==> src/rtl/reg_alu_core.sv <==
// Register-file ALU core: an 8-entry (by default) register bank with R0 as
// accumulator. Loads write a register directly. Executes run either a
// single-cycle ALU op or a WIDTH-iteration shift-add multiply.
module reg_alu_core #(
  parameter int WIDTH = 8,
  parameter int DEPTH = 8,
  localparam int AW = $clog2(DEPTH)
) (
  input  logic             clk,
  input  logic             rst,
  input  logic             cmd_valid,
  output logic             cmd_ready,
  input  logic             cmd_load,
  input  logic [AW-1:0]    cmd_addr,
  input  logic [3:0]       cmd_op,
  input  logic [WIDTH-1:0] data_in,
  input  logic             cin,
  output logic [WIDTH-1:0] data_out,
  output logic             carry,
  output logic             zero,
  output logic             done
);

  localparam int CW = $clog2(WIDTH + 1);

  typedef enum logic [1:0] {IDLE = 2'd0, EXEC = 2'd1, MUL = 2'd2} state_t;

  state_t               state_reg, state_next;
  logic [WIDTH-1:0]     regs [DEPTH];
  logic [WIDTH-1:0]     a_reg, b_reg;
  logic [3:0]           op_reg;
  logic                 cin_reg;
  logic [2*WIDTH-1:0]   prod_reg, prod_next;
  logic [WIDTH:0]       mul_sum;
  logic [CW-1:0]        cnt_reg;
  logic                 cnt_last;
  logic                 carry_reg, zero_reg, done_reg;
  logic                 accept, alu_commit, mul_commit, finish;
  logic [WIDTH-1:0]     alu_res;
  logic [WIDTH:0]       alu_sum;
  logic                 alu_carry, alu_wr;
  logic [DEPTH-1:0]     load_hit, reg_we;
  logic [WIDTH-1:0]     reg_wd [DEPTH];

  assign accept   = cmd_valid && cmd_ready;
  assign cnt_last = (cnt_reg == CW'(WIDTH - 1));
  assign data_out = regs[0];
  assign carry    = carry_reg;
  assign zero     = zero_reg;
  assign done     = done_reg;

  // State register
  always_ff @(posedge clk or posedge rst) begin
    if (rst) state_reg <= IDLE;
    else     state_reg <= state_next;
  end

  // Next-state logic: loads never leave IDLE; MUL runs until the last iteration
  always_comb begin
    state_next = state_reg;
    case (state_reg)
      IDLE:    if (cmd_valid && !cmd_load) state_next = EXEC;
      EXEC:    state_next = (op_reg == 4'd8) ? MUL : IDLE;
      MUL:     if (cnt_last) state_next = IDLE;
      default: state_next = IDLE;
    endcase
  end

  // Output/strobe decode from the current state
  always_comb begin
    cmd_ready  = 1'b0;
    alu_commit = 1'b0;
    mul_commit = 1'b0;
    finish     = 1'b0;
    case (state_reg)
      IDLE: cmd_ready = 1'b1;
      EXEC: if (op_reg != 4'd8) begin
        finish     = 1'b1;
        alu_commit = alu_wr;
      end
      MUL: if (cnt_last) begin
        finish     = 1'b1;
        mul_commit = 1'b1;
      end
      default: ;
    endcase
  end

  // Single-cycle ALU on the operands latched at accept; reserved ops write nothing
  always_comb begin
    alu_res   = '0;
    alu_sum   = '0;
    alu_carry = 1'b0;
    alu_wr    = 1'b1;
    case (op_reg)
      4'd0: begin
        alu_sum   = {1'b0, a_reg} + {1'b0, b_reg};
        alu_res   = alu_sum[WIDTH-1:0];
        alu_carry = alu_sum[WIDTH];
      end
      4'd1: begin
        alu_sum   = {1'b0, a_reg} + {1'b0, b_reg} + {{WIDTH{1'b0}}, cin_reg};
        alu_res   = alu_sum[WIDTH-1:0];
        alu_carry = alu_sum[WIDTH];
      end
      4'd2: begin
        alu_res   = a_reg - b_reg;
        alu_carry = (a_reg < b_reg);
      end
      4'd3:    alu_res = a_reg & b_reg;
      4'd4:    alu_res = a_reg | b_reg;
      4'd5:    alu_res = a_reg ^ b_reg;
      4'd6:    alu_res = b_reg;
      4'd7:    alu_res = ~a_reg;
      default: alu_wr  = 1'b0;
    endcase
  end

  // One shift-add step: add A into the high half if the current multiplier bit is set, shift right
  always_comb begin
    mul_sum   = {1'b0, prod_reg[2*WIDTH-1:WIDTH]} + {1'b0, a_reg & {WIDTH{prod_reg[0]}}};
    prod_next = {mul_sum, prod_reg[WIDTH-1:1]};
  end

  // Operand latch and multiply datapath; B is captured so a MUL on R1 is unaffected by its own write-back
  always_ff @(posedge clk or posedge rst) begin
    if (rst) begin
      a_reg    <= '0;
      b_reg    <= '0;
      op_reg   <= '0;
      cin_reg  <= 1'b0;
      prod_reg <= '0;
      cnt_reg  <= '0;
    end else begin
      if (accept && !cmd_load) begin
        a_reg   <= regs[0];
        b_reg   <= regs[cmd_addr];
        op_reg  <= cmd_op;
        cin_reg <= cin;
      end
      if (state_reg == EXEC) begin
        prod_reg <= {{WIDTH{1'b0}}, b_reg};
        cnt_reg  <= '0;
      end else if (state_reg == MUL) begin
        prod_reg <= prod_next;
        cnt_reg  <= cnt_reg + CW'(1);
      end
    end
  end

  // Flags and completion pulse
  always_ff @(posedge clk or posedge rst) begin
    if (rst) begin
      carry_reg <= 1'b0;
      zero_reg  <= 1'b0;
      done_reg  <= 1'b0;
    end else begin
      done_reg <= finish;
      if (alu_commit) begin
        carry_reg <= alu_carry;
        zero_reg  <= (alu_res == '0);
      end else if (mul_commit) begin
        carry_reg <= |prod_next[2*WIDTH-1:WIDTH];
        zero_reg  <= (prod_next == '0);
      end
    end
  end

  // Per-register write port select: loads happen only in IDLE, commits only outside it
  for (genvar gi = 0; gi < DEPTH; gi++) begin : g_wr
    assign load_hit[gi] = accept && cmd_load && (cmd_addr == AW'(gi));
    if (gi == 0) begin : g_r0
      assign reg_we[gi] = load_hit[gi] | alu_commit | mul_commit;
      assign reg_wd[gi] = alu_commit ? alu_res :
                          mul_commit ? prod_next[WIDTH-1:0] : data_in;
    end else if (gi == 1) begin : g_r1
      assign reg_we[gi] = load_hit[gi] | mul_commit;
      assign reg_wd[gi] = mul_commit ? prod_next[2*WIDTH-1:WIDTH] : data_in;
    end else begin : g_rn
      assign reg_we[gi] = load_hit[gi];
      assign reg_wd[gi] = data_in;
    end
  end

  // Register bank
  always_ff @(posedge clk or posedge rst) begin
    if (rst) begin
      for (int i = 0; i < DEPTH; i++) regs[i] <= '0;
    end else begin
      for (int i = 0; i < DEPTH; i++) begin
        if (reg_we[i]) regs[i] <= reg_wd[i];
      end
    end
  end

endmodule

==> config.mk <==
export PLATFORM = sky130hd
export DESIGN_NAME = reg_alu_core
export DESIGN_NICKNAME = d
export VERILOG_FILES = /design/src/rtl/reg_alu_core.sv
export SDC_FILE = /design/constraint.sdc
export NUM_CORES = 1
export LEC_CHECK = 0
export CAP_MARGIN = 10
export CORE_MARGIN = 3
export CORE_UTILIZATION = 62
export DETAILED_ROUTE_END_ITERATION = 6
export HOLD_SLACK_MARGIN = 0.05
export PLACE_DENSITY = 0.92
export SLEW_MARGIN = 40
export SYNTH_ARGS = -nofsm -noshare
export SYNTH_HDL_FRONTEND = slang
export SYNTH_SLANG_ARGS = --single-unit
==> constraint.sdc <==
create_clock -name clk -period 5.73 [get_ports clk]
set_clock_uncertainty 0.1 [all_clocks]
set_input_delay 0.573 -clock clk [delete_from_list [all_inputs] [get_ports clk]]
set_output_delay 0.573 -clock clk [all_outputs]
set_load 0.1 [all_outputs]
* Yosys cells after proc, flatten, opt, wreduce, memory -nomap -nowiden
Index checks and enable logic that the tools add are counted.
Storage, ports and cells: bits in registers 110, latch bits 0, bits in writable memories 0, bits in read-only memories 0, input port bits 20, output and inout bits 12, memories kept 0
Cells by class: add/subtract/negate cells 5, multiply operators 0, divide/modulo/power cells 0, $lt $le $gt $ge 2, eq/ne operators 21, shift operators 0, mux-type cells 28, bitwise gates (word level) 9, reductions and logical operators 23
Operators with widths (number):
- 8-bit case mux with 8 select lines | 1
- 8-bit 2-to-1 mux | 5
- 16-bit 2-to-1 mux | 2
- 8-bit binary-select mux with 3-bit select | 1
- 4-bit by 3-bit == test with 1-bit output, second input constant | 5
- 8-bit by 8-bit adder with 9-bit output | 2
- 8-bit bitwise AND | 2
- 16-bit logical NOT | 1
- 8-bit OR reduction | 2
- 3-bit == test, second input constant | 4
- 1-bit logical AND | 12
- 1-bit 2-to-1 mux | 11
- 9-bit by 1-bit adder with 9-bit output | 1
- 4-bit by 2-bit == test with 1-bit output, second input constant | 2
- 8-bit logical NOT | 1
- 8-bit less-than comparator | 1
- 4-bit 2-to-1 mux | 2
- 8-bit inverter | 1
- 8-bit bitwise OR | 1
- 8-bit subtractor | 1
- 8-bit XOR | 1
- 3-bit by 2-bit == test with 1-bit output, second input constant | 2
- 2-bit 2-to-1 mux | 3
- 2-bit case mux with 3 select lines | 1
- other kinds (19) | 23

* Logic depth before layout (Yosys ltp)
Gate-level depths: netlist of the first run.
depth in word-level cells 7, depth in mapped cells 11

* Least setup slack after synthesis of the first run
Ideal clock, no wire load.
path type reg-to-reg, from register state_reg[0], to register regs[51] in the netlist's numbering, arrival time 2.537 ns, slack 2.956 ns, stages on the path, launching flop included 8, period minus slack after synthesis 2.774 ns, cells stage by stage dfrtp_1 > inv_1 > ha_1 > nand4b_1 > nor2_2 > mux2_2 > nand2_1 > o21ai_0
Between the ends: longest elaborated chain between the ends 6, elaborated cells between the ends (all ways) 9, those cells by class eq/ne (1); mux (3); bitwise (1); reduce/logical (4)
Ends and longest elaborated chain:
- from (decl) | line 28 | state_t state_reg, state_next;
- from (signal assigned) | line 55 | else state_reg <= state_next;
- 2-bit logical NOT | line 75 | case (state_reg)
- 1-bit 2-to-1 mux | line 75
- net cmd_ready | line 12 | output logic cmd_ready,
- 1-bit logical AND | line 45 | assign accept = cmd_valid && cmd_ready;
- 1-bit logical AND (2 in series) | line 171 | assign load_hit[gi] = accept && cmd_load && (cmd_addr == AW'(gi));
- 1-bit bitwise OR | line 177 | assign reg_we[gi] = load_hit[gi] | mul_commit;
- to (signal, indexed assignment) | line 191 | if (reg_we[i]) regs[i] <= reg_wd[i];
- to (decl) | line 29 | logic [WIDTH-1:0] regs [DEPTH];
The timed path passes the listed nets, and every way through them passes these cells. A chain may end at the register's enable or synchronous reset.

* Final worst setup path of the first run
from register prod_reg[0], to register zero_reg (netlist: zero)
Between the ends: longest elaborated chain between the ends 5
Ends and longest elaborated chain:
- from (decl) | line 33 | logic [2*WIDTH-1:0] prod_reg, prod_next;
- from (signal assigned) | line 142 | prod_reg <= {{WIDTH{1'b0}}, b_reg};
- from (signal assigned) | line 145 | prod_reg <= prod_next;
- 8-bit bitwise AND | line 121 | mul_sum = {1'b0, prod_reg[2*WIDTH-1:WIDTH]} + {1'b0, a_reg & {WIDTH{prod_reg[0]}}};
- 8-bit by 8-bit adder with 9-bit output | line 121
- 16-bit logical NOT | line 164 | zero_reg <= (prod_next == '0);
- 1-bit 2-to-1 mux | line 162 | end else if (mul_commit) begin
- 1-bit 2-to-1 mux | line 159 | if (alu_commit) begin
- to (signal assigned) | line 161 | zero_reg <= (alu_res == '0);
- to (signal assigned) | line 164
- to (decl) | line 37 | logic carry_reg, zero_reg, done_reg;
No other way between the ends. The select of a mux whose other input is x is not followed.

==> out/results.tsv, run 1 <==
stage	metric	value	unit
run_status	outcome	complete, no violations	
logic_synthesis	register bit total from synthesis	110	
worst_setup_path	crit-path leading delay family	compound AO/OA/AOI/OAI gates	
worst_setup_path	Worst Setup Start Kind	flip-flop	
logic_synthesis	main combinational cell family by area after synthesis	multiplexers	
power	Leak Pwr	0.00342	uW
floorplan	Total Die Area	12800	um^2
timing	Worst Setup Slack, final	2.53	ns
cells_and_area	design area	7700	um^2
cells_and_area	Finished Core Util	69.8	%
logic_synthesis	cell taking the most area after synthesis	dfrtp_1	
logic_synthesis	number of synthesized flops with an enable pin	0	
timing	max-slew violations	0	
power	Reg power frac	31.4	%
clocking	CTS Buf Count	9	
cells_and_area	Diodes inserted	0	
logic_synthesis	ys flop type	dfrtp_1	
cells_and_area	ratio of cells with drive above 1 in the final layout	18.9	%
place	input/output buffers	31	
logic_synthesis	Compound-Gate Fraction of Synth Area	13.4	%
grt	total gr overflow	0	
logic_synthesis	post-synth cell types	65	
floorplan	width of the chip	113	um
route	DRC viols	0	
logic_synthesis	Mapped Nets	752	
cells_and_area	Final #Nets	756	
logic_synthesis	post-synth top area share	38.7	%
timing	period utilization	55.8	%
floorplan	I/O Pins	32	
grt	first-pass GRT wire length	29.4	mm
logic_synthesis	Yosys warnings	0	
timing	Setup violations, final	0	
worst_setup_path	cells on worst reg2reg path	10	
grt	initial antenna violation count	0	
grt	vias in the first global route	5644	
place	Area after DPL	7390	um^2
route	Via density	6.69	
clocking	Post-CTS Hold Buffers	0	
power	Internal	2550	uW
place	DP Wirelength	12.9	mm
timing	final worst path period need	3.20	ns
logic_synthesis	XOR/XNOR Fraction of Synth Area	2.46	%
logic_synthesis	Mapped Avg Cell Area	10.3	um^2
clocking	root buf cell	clkbuf_16	
logic_synthesis	Synth Area in Adders	7.52	%
clocking	CTS sink cnt	110	
timing	Slew HR	44.7	%
clocking	post-CTS sizing	0	
floorplan	starting density of the core	64.6	%
worst_setup_path	worst path required time	5.85	ns
hold_path	Tightest Hold Check Type	in -> async	
power	Power Total	4860	uW
clocking	CTS Buffer Depth	2	
place	routability cong.	1.03	
worst_setup_path	Critical Path Fanout Max	9	
logic_synthesis	Post-Synth Simple-Gate Area	11.6	%
worst_setup_path	R2R setup slack	2.53	ns
timing	setup TNS	0	ns
clocking	postcts setup bufs	0	
timing	RSZ-0062 raised after global routing	no	
floorplan	# rows	38	
worst_setup_path	worst path buffer plus inverter count	0	
clocking	Reg clk slew, reported paths	0.08	ns
worst_setup_path	Worst path slowest cell	a21boi_0	
worst_setup_path	critical path type	reg -> reg	
route	First-pass DRT Iterations	5	
grt	largest net degree at the start of global routing	96	
cells_and_area	area grow syn2layout	8.13	%
power	clock network fraction of total power	13.2	%
worst_setup_path	CP cell instances	and2_1, ha_1, fa_1, a211oi_1, nor2_1, o31ai_1, a21boi_0, nor2_1, a31oi_1, o41ai_2	
logic_synthesis	Post-Synthesis Cell Area	7120	um^2
power	Combinational Power Share	55.4	%
worst_setup_path	slowest cell delay on critical path	0.53	ns
run	total of max-cap violations	0	
logic_synthesis	Post-synth ARST share	100	%
logic_synthesis	largest cells by area after synthesis	dfrtp_1 39%, mux2_2 11%, ha_1 6.7%, mux2i_1 5.3%, mux4_2 5.1%	
logic_synthesis	Seq/Total Area, Yosys	38.7	%
worst_setup_path	most frequent cell on the critical path	nor2_1	
power	sw frac	47.6	%
logic_synthesis	post-synthesis mux area share	21.2	%
route	WL per Instance	21.7	um
power	worst vdd ir	0.325	mV
timing	count of final hold-check violations	0	
clocking	worst skew pair latency	0.35	ns
floorplan	die extent in y	113	um
power	Net Sw Power	2310	uW
worst_setup_path	Critical Path Sink Type	flip-flop	
grt	Tot GR Track Use	29.0	%
timing	Worst Tran Pin Value	0.826	ns
logic_synthesis	Gate Count Post-Synth	691	
worst_setup_path	worst reg2reg path endpoint	zero$_DFFE_PP0P_	
clocking	CTS tree	built	
route	DR iter-0 viols	612	
route	routed via count	5618	
worst_setup_path	r2r startpoint	prod_reg[0]$_DFFE_PP0P_	
timing	Max Clk Rate	0.313	GHz
floorplan	Placeable Area	11000	um^2
power	Power Density	631	nW/um^2
worst_setup_path	Arr. time, crit path	3.32	ns
clocking	CTS HTree Levels	3	
route	Total Wirelength	18.2	mm
place	Place WS	2.60	ns
cells_and_area	flip-flop count of the largest register after layout	56	
route	Post-DRT Antenna Nets	0	
-- kinds of logic after synthesis --
logic type | Yosys count
flip-flops | 110
multiplexers | 122
buffers and inverters | 86
AND/OR/NAND/NOR | 168
XOR/XNOR | 20
adder cells (fa/ha/maj) | 41
AO/OA/AOI/OAI | 144
-- metrics by stage --
step,hold slack [ns],cells
after floorplan,0.371,691
after global placement,0.380,824
after detailed placement,0.394,824
after CTS,0.394,840
after global routing,0.410,840
final,0.388,840
-- cells in the final DEF, fill, tap and decap left out, types with 6 or more instances in the layout --
| cell type | count |
|---|---|
| dfrtp_1 | 109 |
| mux2_2 | 67 |
| nor2_1 | 48 |
| inv_1 | 41 |
| nand2_1 | 39 |
| mux2i_1 | 38 |
| ha_1 | 37 |
| a21oi_1 | 34 |
| o21ai_0 | 29 |
| clkdlybuf4s50_1 | 18 |
| mux4_2 | 16 |
| xnor2_1 | 14 |
| nand3_1 | 13 |
| buf_2 | 13 |
| o22ai_1 | 12 |
| and2_1 | 12 |
| nor2b_1 | 10 |
| nor3_1 | 9 |
| clkbuf_16 | 9 |
| nand2b_1 | 8 |
| a211oi_1 | 7 |
| xor2_1 | 6 |
| nor4_1 | 6 |
-- worst max-delay path by stage --
stage	from	end	depth (start not counted)
6_report	prod_reg[0]$_DFFE_PP0P_	zero$_DFFE_PP0P_	10
5_1_grt	b_reg[1]$_DFFE_PP0P_	zero$_DFFE_PP0P_	9
4_1_cts	prod_reg[0]$_DFFE_PP0P_	zero$_DFFE_PP0P_	10
3_5_place_dp	cmd_addr[2]	regs[15]$_DFFE_PP0P_	4
3_3_place_gp	op_reg[1]$_DFFE_PP0P_	zero$_DFFE_PP0P_	7
2_1_floorplan	rst	a_reg[0]$_DFFE_PP0P_	1
-- worst reg2reg max path, cell delays in order (launching register included) --
cell and delay, ns:
dfrtp_1 0.49, and2_1 0.23, ha_1 0.22, fa_1 0.43, a211oi_1 0.23, nor2_1 0.10, o31ai_1 0.29, a21boi_0 0.53
nor2_1 0.11, a31oi_1 0.22, o41ai_2 0.11
-- layout make-up --
type	count	area (um^2)
Fill cell	754	3330
Timing Repair Buffer	36	289
Sequential cell	110	2750
Inverter	43	164
Tap cell	140	175
Clock inverter	5	66.3
Multi-Input combinational cell	495	4010
Clock buffer	11	243
-- cell usage after synthesis (all sizes together), types with 14 or more instances --
cell,number
nor2,50
nand2,39
buf,23
inv,43
mux2i,38
a21oi,34
o21ai,32
mux4,16
xnor2,14
clkbuf,20
mux2,68
ha,38
dfrtp,110
-- power groups by stage --
| stage | Sequential (uW) | Clock [uW] | Combinational (uW) |
|---|---|---|---|
| floorplan | 1350 | 0 | 2170 |
| global placement | 1480 | 0 | 2560 |
| detailed placement | 1510 | 0 | 2610 |
| CTS | 1500 | 646 | 2640 |
| global route | 1560 | 684 | 2890 |
| finish | 1530 | 641 | 2690 |
-- metal layers --
layer  global-route usage, %  vias to the layer above  part of all wire [%]
met4                    12.1                        0                   4.0
met5                       0                        -                     0
met2                    48.4                      264                    50
li1                        -                     2493                     -
met3                    5.56                       58                   6.7
met1                    37.2                     2803                    39
No activity file was read; power rests on OpenSTA's default activity.
==> run 2, diff against run 1 <==
- CORE_UTILIZATION: 62 -> 56
- PLACE_DENSITY: 0.92 -> 0.89
- clock period: 5.73 -> 2.9 ns (I/O delays scaled with it)
==> out/results.tsv, run 2 (synthesis gave the netlist of run 1 again) <==
stage	metric	value	unit
route	routed via count	5806	
place	routability cong.	0.999	
timing	count of final hold-check violations	0	
timing	Setup violations, final	0	
cells_and_area	Diodes inserted	0	
grt	vias in the first global route	5955	
cells_and_area	Final #Nets	797	
worst_setup_path	CP cell instances	ha_2, fa_2, ha_1, and2_4, nor3b_4, xor2_1, a211oi_1, buf_4, nand4_1, o41ai_2	
route	DRC viols	0	
run_status	outcome	complete, no violations	
route	Post-DRT Antenna Nets	0	
clocking	root buf cell	clkbuf_16	
floorplan	# rows	40	
clocking	Reg clk slew, reported paths	0.08	ns
floorplan	I/O Pins	32	
place	DP Wirelength	14.2	mm
route	DR iter-0 viols	611	
route	Total Wirelength	19.4	mm
clocking	worst skew pair latency	0.35	ns
worst_setup_path	Critical Path Sink Type	flip-flop	
worst_setup_path	slowest cell delay on critical path	0.54	ns
clocking	CTS tree	built	
cells_and_area	commonest non-fill, non-tap cell in the layout	dfrtp_1	
place	Place WS	0.00888	ns
cells_and_area	ratio of cells with drive above 1 in the final layout	25.2	%
worst_setup_path	Crit path depth	10	
worst_setup_path	Worst Setup Start Kind	flip-flop	
run	total of max-cap violations	0	
worst_setup_path	Arr. time, crit path	2.95	ns
worst_setup_path	cells on worst reg2reg path	10	
worst_setup_path	worst path required time	3.05	ns
timing	setup TNS	0	ns
timing	max-slew violations	0	
cells_and_area	flip-flop count of the largest register after layout	56	
timing	Slew HR	50.6	%
power	Power Density	1240	nW/um^2
place	Area after DPL	7780	um^2
clocking	CTS Buf Count	9	
route	WL per Instance	21.3	um
route	Via density	6.39	
worst_setup_path	worst path buffer plus inverter count	1	
worst_setup_path	critical path type	reg -> reg	
cells_and_area	area grow syn2layout	14.3	%
route	First-pass DRT Iterations	5	
hold_path	Tightest Hold Check Type	in -> async	
power	Leak Pwr	0.00361	uW
cells_and_area	most frequent cells in the layout	109 x dfrtp_1, 67 x mux2_2, 56 x buf_4	
timing	Worst Setup Slack, final	0.102	ns
floorplan	Total Die Area	14100	um^2
power	worst vdd ir	0.827	mV
worst_setup_path	Worst path slowest cell	fa_2	
timing	final worst path period need	2.80	ns
worst_setup_path	r2r startpoint	a_reg[0]$_DFFE_PP0P_	
floorplan	width of the chip	119	um
timing	period utilization	96.5	%
grt	initial antenna violation count	0	
worst_setup_path	R2R setup slack	0.10	ns
grt	Tot GR Track Use	27.8	%
timing	Max Clk Rate	0.357	GHz
cells_and_area	design area	8140	um^2
clocking	CTS sink cnt	110	
worst_setup_path	Critical Path Fanout Max	4	
cells_and_area	Finished Core Util	66.7	%
worst_setup_path	crit-path leading delay family	adder cells	
floorplan	die extent in y	119	um
place	input/output buffers	31	
grt	largest net degree at the start of global routing	111	
worst_setup_path	worst reg2reg path endpoint	zero$_DFFE_PP0P_	
power	Power Total	10100	uW
timing	Worst Tran Pin Value	0.740	ns
floorplan	Placeable Area	12200	um^2
grt	total gr overflow	0	
grt	first-pass GRT wire length	31.1	mm
clocking	CTS HTree Levels	3	
clocking	CTS Buffer Depth	2	
floorplan	starting density of the core	58.3	%
## run 2: per-stage QoR
step | hold WS (ns) | cells
6_report | 0.347 | 909
5_1_grt | 0.416 | 909
4_1_cts | 0.388 | 909
3_5_place_dp | 0.393 | 893
3_3_place_gp | 0.378 | 893
2_1_floorplan | 0.341 | 691
## run 2: final cells by class
type                            count  area, um^2
Multi-Input combinational cell    495        4070
Clock inverter                      7        67.6
Timing Repair Buffer               77         651
Sequential cell                   110        2750
Clock buffer                        9         225
Inverter                           43         165
Fill cell                         939        4070
Tap cell                          168         210
## run 2: tightest hold or removal path: cells and delay by family
family,cells,cell delay [ns]
buffers and inverters,3,0.96
## run 2: worst max-delay path by stage
stage | from | slack, ns | endpoint
after floorplan | state_reg[0]$_DFFE_PP0P_ | 0.13 | regs[51]$_DFFE_PP0P_
after global placement | a_reg[0]$_DFFE_PP0P_ | 0.05 | zero$_DFFE_PP0P_
after detailed placement | a_reg[0]$_DFFE_PP0P_ | 0.009 | zero$_DFFE_PP0P_
after CTS | a_reg[1]$_DFFE_PP0P_ | 0.002 | carry$_DFFE_PP0P_
after global routing | a_reg[0]$_DFFE_PP0P_ | -0.02 | zero$_DFFE_PP0P_
final | a_reg[0]$_DFFE_PP0P_ | 0.10 | zero$_DFFE_PP0P_
## run 2: power breakdown
part / internal [uW] / leakage [uW] / switching (uW)
logic: 2520 / 0.00211 / 3550
registers: 2220 / 0.00136 / 623
clock network: 601 / 0.000133 / 606
total: 5340 / 0.00361 / 4780
## run 2: timing repair
action / 4_1_cts / 5_1_grt
endpoints found under the setup margin: 2 / 7
setup buffers: 0 / 0
pin swaps: 2 / 4
hold buffers: 0 / 0
resized for setup: 3 / 19
## run 2: per-layer routing
metal / global-route usage, % / vias to the layer above / wire length (um)
met2: 47.3 / 259 / 9520
met3: 3.49 / 57 / 1150
met1: 35.3 / 2917 / 7870
met5: 0 / - / 0
met4: 12.9 / 0 / 814
li1: - / 2573 / -
